## config.mk

```make
export PLATFORM = sky130hd
export DESIGN_NAME = reset_sequencer_flat
export DESIGN_NICKNAME = d
export VERILOG_FILES = /design/src/rtl/reset_sequencer_if.sv /design/src/rtl/reset_sequencer.sv /design/src/flat_wrapper.sv
export SDC_FILE = /design/constraint.sdc
export NUM_CORES = 1
export LEC_CHECK = 0
export ABC_AREA = 1
export BUFFER_PORTS_ARGS = -buffer_cell sky130_fd_sc_hd__buf_2
export CAP_MARGIN = 30
export CORE_MARGIN = 2
export CORE_UTILIZATION = 45
export DETAILED_ROUTE_END_ITERATION = 7
export HOLD_SLACK_MARGIN = 0.05
export PLACE_DENSITY = 0.67
export REMOVE_ABC_BUFFERS = 1
export SYNTH_ARGS = -nofsm -noshare
export SYNTH_HDL_FRONTEND = slang
export SYNTH_SLANG_ARGS = --single-unit
```

## constraint.sdc

```tcl
create_clock -name clk -period 4.74 [get_ports clk]
set_input_delay 0.948 -clock clk [delete_from_list [all_inputs] [get_ports clk]]
set_output_delay 0.948 -clock clk [all_outputs]
set_load 0.05 [all_outputs]
```

## src/rtl/reset_sequencer_if.sv

```systemverilog
// Bundle of the sequencer's lock/request inputs and its subsystem reset outputs.
// Ports: pll_locked, soft_reset_req (into the sequencer); video_rst, game_rst,
//        audio_rst, sys_ready, seq_state (out of the sequencer).
// master = the side that supplies lock/request; slave = the sequencer itself.
interface reset_sequencer_if;
   logic       pll_locked;
   logic       soft_reset_req;
   logic       video_rst;
   logic       game_rst;
   logic       audio_rst;
   logic       sys_ready;
   logic [2:0] seq_state;

   modport master (
      output pll_locked,
      output soft_reset_req,
      input  video_rst,
      input  game_rst,
      input  audio_rst,
      input  sys_ready,
      input  seq_state
   );

   modport slave (
      input  pll_locked,
      input  soft_reset_req,
      output video_rst,
      output game_rst,
      output audio_rst,
      output sys_ready,
      output seq_state
   );
endinterface

```

## src/rtl/reset_sequencer.sv

```systemverilog
// Releases video, then game, then audio resets once the PLL has been stably locked;
// supports a game-initiated soft restart that re-resets game/audio only.
// Latency: outputs are registered Moore decodes that change on the same edge as the state.
// Backpressure: none; lock loss or rst_n low forces every reset back on.
// Ports: clk, rst_n (async active-low), io (reset_sequencer_if.slave).
module reset_sequencer #(
   parameter int STAGE_DELAY = 16,
   parameter int SOFT_HOLD   = 8
) (
   input  logic              clk,
   input  logic              rst_n,
   reset_sequencer_if.slave  io
);

   localparam int MAX_DELAY = (STAGE_DELAY > SOFT_HOLD) ? STAGE_DELAY : SOFT_HOLD;
   localparam int CW        = $clog2(MAX_DELAY) + 1;

   localparam logic [CW-1:0] STAGE_LAST = CW'(STAGE_DELAY - 1);
   localparam logic [CW-1:0] SOFT_LAST  = CW'(SOFT_HOLD - 1);

   typedef enum logic [2:0] {
      HOLD     = 3'd0,
      VIDEO_UP = 3'd1,
      GAME_UP  = 3'd2,
      RUN      = 3'd3,
      SOFT     = 3'd4
   } state_t;

   state_t        state;
   state_t        nxt;
   logic [CW-1:0] cnt;
   logic          video_rst_q;
   logic          game_rst_q;
   logic          audio_rst_q;
   logic          sys_ready_q;

   // Lock loss dominates everything, including a pending soft request.
   function automatic state_t next_state(input state_t        cur,
                                         input logic [CW-1:0] c,
                                         input logic          locked,
                                         input logic          req);
      state_t n;
      n = cur;
      if (!locked) begin
         n = HOLD;
      end else begin
         case (cur)
            HOLD:     if (c == STAGE_LAST) n = VIDEO_UP;
            VIDEO_UP: if (c == STAGE_LAST) n = GAME_UP;
            GAME_UP:  if (c == STAGE_LAST) n = RUN;
            RUN:      if (req)             n = SOFT;
            SOFT:     if (c == SOFT_LAST)  n = GAME_UP;
            default:                       n = HOLD;
         endcase
      end
      return n;
   endfunction

   // {video_rst, game_rst, audio_rst, sys_ready}
   function automatic logic [3:0] decode(input state_t s);
      logic [3:0] d;
      case (s)
         VIDEO_UP: d = 4'b0110;
         GAME_UP:  d = 4'b0010;
         RUN:      d = 4'b0001;
         SOFT:     d = 4'b0110;
         default:  d = 4'b1110;
      endcase
      return d;
   endfunction

   assign nxt = next_state(state, cnt, io.pll_locked, io.soft_reset_req);

   always_ff @(posedge clk or negedge rst_n) begin
      if (!rst_n) begin
         state       <= HOLD;
         cnt         <= '0;
         video_rst_q <= 1'b1;
         game_rst_q  <= 1'b1;
         audio_rst_q <= 1'b1;
         sys_ready_q <= 1'b0;
      end else begin
         state <= nxt;
         // Unlocked edges restart the stable-lock count even while sitting in HOLD.
         if ((nxt != state) || !io.pll_locked) begin
            cnt <= '0;
         end else if (cnt != {CW{1'b1}}) begin
            cnt <= cnt + CW'(1);
         end
         {video_rst_q, game_rst_q, audio_rst_q, sys_ready_q} <= decode(nxt);
      end
   end

   assign io.video_rst = video_rst_q;
   assign io.game_rst  = game_rst_q;
   assign io.audio_rst = audio_rst_q;
   assign io.sys_ready = sys_ready_q;
   assign io.seq_state = state;

endmodule

```

## src/flat_wrapper.sv

```systemverilog
// flat-port wrapper written by rule: the top's interface ports become plain ports
module reset_sequencer_flat 
#(
   parameter int STAGE_DELAY = 16,
   parameter int SOFT_HOLD   = 8
)
  (clk, rst_n, io_pll_locked, io_soft_reset_req, io_video_rst, io_game_rst, io_audio_rst, io_sys_ready, io_seq_state);
  reset_sequencer_if io_i ();
  input  logic clk;
  input  logic rst_n;
  input wire logic [$bits(io_i.pll_locked)-1:0] io_pll_locked;
  input wire logic [$bits(io_i.soft_reset_req)-1:0] io_soft_reset_req;
  output wire logic [$bits(io_i.video_rst)-1:0] io_video_rst;
  output wire logic [$bits(io_i.game_rst)-1:0] io_game_rst;
  output wire logic [$bits(io_i.audio_rst)-1:0] io_audio_rst;
  output wire logic [$bits(io_i.sys_ready)-1:0] io_sys_ready;
  output wire logic [$bits(io_i.seq_state)-1:0] io_seq_state;
  assign io_i.pll_locked = io_pll_locked;
  assign io_i.soft_reset_req = io_soft_reset_req;
  assign io_video_rst = io_i.video_rst;
  assign io_game_rst = io_i.game_rst;
  assign io_audio_rst = io_i.audio_rst;
  assign io_sys_ready = io_i.sys_ready;
  assign io_seq_state = io_i.seq_state;
  reset_sequencer #(.STAGE_DELAY(STAGE_DELAY), .SOFT_HOLD(SOFT_HOLD)) u_core (.clk(clk), .rst_n(rst_n), .io(io_i));
endmodule
```

==> results_dict.tcl, run 1 <==
set metrics [dict create \
    outcome "finished, final reports clean" \
    io_buffers 10 \
    crit_type "reg2out" \
    p_int_uw 141 \
    tns_ns 0 \
    ys_ff_latch 12 \
    ys_seq_area_share_pct 49.5 \
    routed_wl_mm 1.06 \
    clkSlewWorstSetupHoldPaths_ns 0.07 \
    setup_slack_ns 2.76 \
    path_max_fanout 1 \
    setup_violations 0 \
    hold_class "in2async" \
    synth_area_um2 614 \
    first_pass_iters 4 \
    final.setup_skew_ns 0.00456 \
    grt_pass1_vias 400 \
    die_area_um2 1680 \
    clock_path_buffers 2 \
    syn-instance-count 73 \
    fin_nets 95 \
    critPathRequiredTime_ns 3.79 \
    yosysTopAreaCellShare_pct 36.7 \
    worstMarginPinSlew_ns 0.257 \
    reg2reg_depth 12 \
    yosys_warnings 0 \
    die_h_um 41.0 \
    p_leak_uw 0.000382 \
    crit_slowest_cell "dfstp_2" \
    wire_per_inst_um 10.4 \
    yosysTopAreaCell "dfrtp_1" \
    vias 476 \
    drv_cap 0 \
    drc 0 \
    clock_sinks 12 \
    cp.arrival_ns 1.03 \
    grt_pass1_wl_mm 1.72 \
    slowest_delay_ns 0.52 \
    drive_gt1_share_pct 25.3 \
    fin_crit_ns 1.98 \
    p_switching_uw 38.3 \
    die_w_um 41.0 \
    cts_hold_buf 0 \
    max_slew_margin_pct 82.9 \
    r2r_slack_ns 2.98 \
    postSynthAreaPerCell_um2 8.42 \
    end_kind "output pin" \
    grt_overflow_total 0 \
    globalRouteTotalUtil_pct 16.9 \
    crit_buf_inv 1 \
    yosys-top-cells-count "nand2_1, nor2_1, inv_1, dfrtp_1, nand3_1" \
    worstPathCellList "buf_2" \
    io_pins 11 \
    crit_family "flip-flops" \
    synth-edff-count 0 \
    ys_async_sr_fraction_pct 100 \
    pre_cts_slack_ns 2.85 \
    r2r-end "u_core.cnt[4]" \
    rsz0062_at_grt "false" \
    cts_tree "done" \
    dp_hpwl_um 840 \
    timing.final.hold_violations 0 \
    clock_power_share_pct 34.9 \
    fillCellCount 136 \
    grt_max_degree 13 \
    power_density_nw_per_um2 253 \
    timing.fmax_mhz 505 \
    area_delta_synth_final_pct 15.5 \
    post-route-period-util_pct 41.8 \
    switching_share_pct 21.4 \
    synth_cell_types 16 \
    numCtsBuffers 3 \
    synthTopCellsByArea "dfrtp_1, dfstp_2, nand2_1, nor2_1, inv_1" \
    core_um2 1280 \
    antenna_left 0 \
    avgViaCountPerCell 4.67 \
    cts_resized 0 \
    cts-root-buf "clkbuf_4" \
    cts_setup_buffers 0 \
    cp-start-kind "flip-flop" \
    r2r-start "u_core.cnt[0]" \
    htree_levels 1 \
    initial_utilization_pct 47.8 \
    drt_iter0_drc 11 \
    diodes 0 \
    finalPower_uw 179 \
    rows 13 \
    pwr-share-comb_pct 5.6 \
    grt_antenna_before_repair 0 \
    place.gp.congestion 0.744 \
    synth_top_flop_cell "dfrtp_1" \
    vdd_ir_drop_max_uv 189 \
    drv_slew 0 \
    seq_power_share_pct 59.4 \
    insertion_delay_ns 0.26 \
    critPathLaunch "u_core.io.audio_rst" \
]
cell usage in the layout, fill, tap and decap left out, types with 3 or more instances in the layout:
cell	count
nand2_1	13
nor2_1	13
inv_1	12
buf_2	10
dfrtp_1	9
nand3_1	7
xor2_1	3
ha_1	3
clkbuf_4	3
dfstp_2	3
logic make-up after synthesis:
group                      after synthesis  synth area share [%]
AOI/OAI and AO/OA                        2                  2.24
xor gates and xnor gates                 3                  4.28
adders and majority gates                3                  6.11
buffers and inverters                   13                  7.94
DFF                                     12                  49.5
muxes                                    1                  1.63
and+or+nand+nor                         39                  28.3
power by group through the flow:
| stage | clock (uW) | combinational (uW) | sequential (uW) |
|---|---|---|---|
| after floorplan | 0 | 5.32 | 108 |
| after global placement | 0 | 9.82 | 108 |
| after detailed placement | 0 | 10.3 | 109 |
| after CTS | 66.5 | 10.3 | 107 |
| after global routing | 69.5 | 12.4 | 107 |
| final | 62.7 | 10.1 | 107 |
metal layers:
layer | share of wire (%) | vias up | track usage [%]
met1 | 48 | 216 | 24.3
li1 | - | 253 | -
met4 | 1.1 | 0 | 15.0
met3 | 2.2 | 2 | 1.63
met5 | 0 | - | 0
met2 | 48 | 5 | 22.3
per-stage QoR:
stage	util, %	cell area (um^2)	hold WS [ns]	cells
after floorplan	-	614	0.532	73
after global placement	53.2	683	0.551	98
after detailed placement	53.2	683	0.568	98
after CTS	55.2	709	0.533	102
after global routing	55.2	709	0.553	102
final	55.2	709	0.540	102
sequential cells by signal, indices dropped and copies added (netlist names):
name / flops
u_core.cnt: 5
u_core.io.video_rst: 1
u_core.io.audio_rst: 1
u_core.io.sys_ready: 1
u_core.io.seq_state: 3
u_core.io.game_rst: 1
how the worst max path moves through the flow:
stage	depth (start not counted)	endpoint	slack (ns)
floorplan	8	u_core.cnt[1]	3.10
CTS	1	io_audio_rst	2.74
finish	1	io_audio_rst	2.76
global placement	9	u_core.cnt[0]	2.88
global route	1	io_seq_state[2]	2.72
detailed placement	9	u_core.cnt[0]	2.85
cell type report:
cell class	instances	area (um^2)	share of cell area [%]
Sequential cell	12	304	42.9
Multi-Input combinational cell	48	262	36.9
Timing Repair Buffer	10	50.0	7.05
Inverter	13	48.8	6.88
Clock buffer	4	26.3	3.70
Tap cell	15	18.8	2.65
No activity file was read; power rests on OpenSTA's default activity.
==> inputs of run 2 (changes only) <==
==> constraint.sdc (replaced) <==
create_clock -name clk -period 2.1 [get_ports clk]
set_input_delay 0.42 -clock clk [delete_from_list [all_inputs] [get_ports clk]]
set_output_delay 0.42 -clock clk [all_outputs]
set_load 0.05 [all_outputs]
==> run 2 against run 1 <==
Combinational power rose by 130%. Flip-flop and latch count unchanged. First-iteration DRC count is 55% lower. Hold slack got worse by 0.13 ns. Sequential share of layout area decreased by 1.2 points. Clock power rose to 2.7 times the previous value. Non-clock buffer count rose by 1. Die area stayed put. Setup slack worse by 2.4 ns. Critical path type is now reg2reg. Highest routed layer unchanged.
==> results_dict.tcl, run 2 (synthesis results as in run 1) <==
set metrics [dict create \
    area_delta_synth_final_pct 18.7 \
    dp_hpwl_um 789 \
    switching_share_pct 19.3 \
    worstPathCellList "ha_1 -> nand2_1 -> nor2_1 -> ha_1 -> inv_1 -> nand3_1 -> nand3_1 -> nand2_1 -> nand2_1 -> nand2_1 -> nand2_2 -> nor2_1" \
    drive_gt1_share_pct 26.1 \
    htree_levels 1 \
    cp-start-kind "flip-flop" \
    io_buffers 10 \
    rows 13 \
    setup_violations 0 \
    crit_slowest_cell "dfrtp_1" \
    globalRouteTotalUtil_pct 15.4 \
    core_um2 1280 \
    timing.fmax_mhz 580 \
    grt_pass1_wl_mm 1.61 \
    holdWs_ns 0.410 \
    slowest_delay_ns 0.39 \
    tns_ns 0 \
    path_common_cell "nand2_1" \
    crit_type "reg2reg" \
    fin_nets 96 \
    pre_cts_slack_ns 0.371 \
    cp.arrival_ns 1.91 \
    p_int_uw 351 \
    rsz0062_at_grt "false" \
    seq_power_share_pct 55.3 \
    io_pins 11 \
    crit_family "simple AND/OR/NAND/NOR gates" \
    antenna_left 0 \
    place_area_um2 683 \
    post-route-period-util_pct 82.1 \
    clock_sinks 12 \
    vdd_ir_drop_max_uv 413 \
    first_pass_iters 3 \
    gr-usage-met3_pct 1.63 \
    insertion_delay_ns 0.26 \
    largest_reg_flops 5 \
    outcome "finished, final reports clean" \
    gr-usage-met1_pct 22.3 \
    drv_cap 0 \
    wire_per_inst_um 9.48 \
    numCtsBuffers 3 \
    drv_slew 0 \
    vias 462 \
    crit_buf_inv 1 \
    cts_tree "done" \
    grt_pass1_vias 409 \
    diodes 0 \
    stdcell_area_um2 729 \
    path_max_fanout 5 \
    grt_busiest_layer "met1" \
    end_kind "flip-flop" \
    max_slew_margin_pct 83.6 \
    routed_wl_um 976 \
    met2_usage_pct 20.3 \
    final_cell_mix "nand2_1, nor2_1, inv_1, buf_2, dfrtp_1" \
    place.gp.congestion 0.681 \
    die_area_um2 1680 \
    clock_power_share_pct 39.3 \
    fin_crit_ns 1.72 \
    critPathRequiredTime_ns 2.29 \
    drt_iter0_drc 5 \
    setup_slack_ns 0.375 \
    grt_max_degree 13 \
    die_h_um 41.0 \
    power_density_nw_per_um2 597 \
    hold_class "in2reg" \
    initial_utilization_pct 47.8 \
    pwr-share-comb_pct 5.4 \
    die_w_um 41.0 \
    clkSlewWorstSetupHoldPaths_ns 0.07 \
    cts_setup_buffers 0 \
    fillCellCount 124 \
    clock_path_buffers 2 \
    cts-root-buf "clkbuf_4" \
    top_register "u_core.cnt" \
    grt_overflow_total 0 \
    p_leak_uw 0.000392 \
    final.setup_skew_ns 0.00265 \
    grt_antenna_before_repair 0 \
    drc 0 \
    worstMarginPinSlew_ns 0.247 \
    avgViaCountPerCell 4.49 \
    p_switching_uw 84.0 \
    timing.final.hold_violations 0 \
]
## run 2: cell types whose count changed in the layout (fill, tap and decap cells not counted), sizes merged
| cell | previous run | this run |
|---|---|---|
| dlygate4sd3 | 0 | 1 |
## run 2: timing repair
| item | CTS | global route |
|---|---|---|
| endpoints found under the hold margin | 9 | 0 |
| gates resized for setup | 0 | 0 |
| endpoints found under the setup margin | 0 | 0 |
| hold buffers | 1 | 0 |
## run 2: power groups by stage
stage	clock [uW]	combinational, uW	sequential [uW]
floorplan	0	12.0	244
global placement	0	22.1	245
detailed placement	0	22.9	245
CTS	179	24.4	241
global route	192	28.3	241
finish	171	23.6	241
## run 2: layer usage
layer / up-vias / share of wire (%)
met5: - / 0
li1: 253 / -
met3: 2 / 1.5
met2: 5 / 46
met1: 202 / 52
met4: 0 / 1.2
## run 2: area by class of cell
class / count / area (um^2) / share of cell area (%)
Clock buffer: 4 / 36.3 / 4.97
Inverter: 13 / 48.8 / 6.69
Multi-Input combinational cell: 48 / 262 / 35.8
Sequential cell: 12 / 304 / 41.7
Tap cell: 15 / 18.8 / 2.57
Timing Repair Buffer: 11 / 60.1 / 8.23
## run 2: final timing paths
kind                               start                 end  slack, ns  depth (start not counted)
max                        u_core.cnt[0]       u_core.cnt[3]       0.38                         12
min                        io_pll_locked  u_core.io.game_rst       0.41                          2
max reg2reg                u_core.cnt[0]       u_core.cnt[3]       0.38                         12
min reg2reg                u_core.cnt[1]       u_core.cnt[1]       0.59                          2
max in group asynchronous          rst_n  u_core.io.game_rst       1.29                          2
min in group asynchronous          rst_n       u_core.cnt[0]       0.55                          2
## run 2: worst reg2reg max path: stages (launching register included)
cell     delay (ns)
dfrtp_1        0.39
ha_1           0.18
nand2_1        0.07
nor2_1         0.14
ha_1           0.21
inv_1          0.05
nand3_1        0.07
nand3_1        0.08
nand2_1        0.14
nand2_1        0.06
nand2_1        0.07
nand2_2        0.08
nor2_1         0.10
## run 2: per-stage QoR
stage / instances / utilization (%) / power, uW
floorplan: 73 / - / 256
detailed placement: 98 / 53.2 / 268
global placement: 98 / 53.2 / 267
CTS: 103 / 56.8 / 444
global route: 103 / 56.8 / 461
finish: 103 / 56.8 / 435
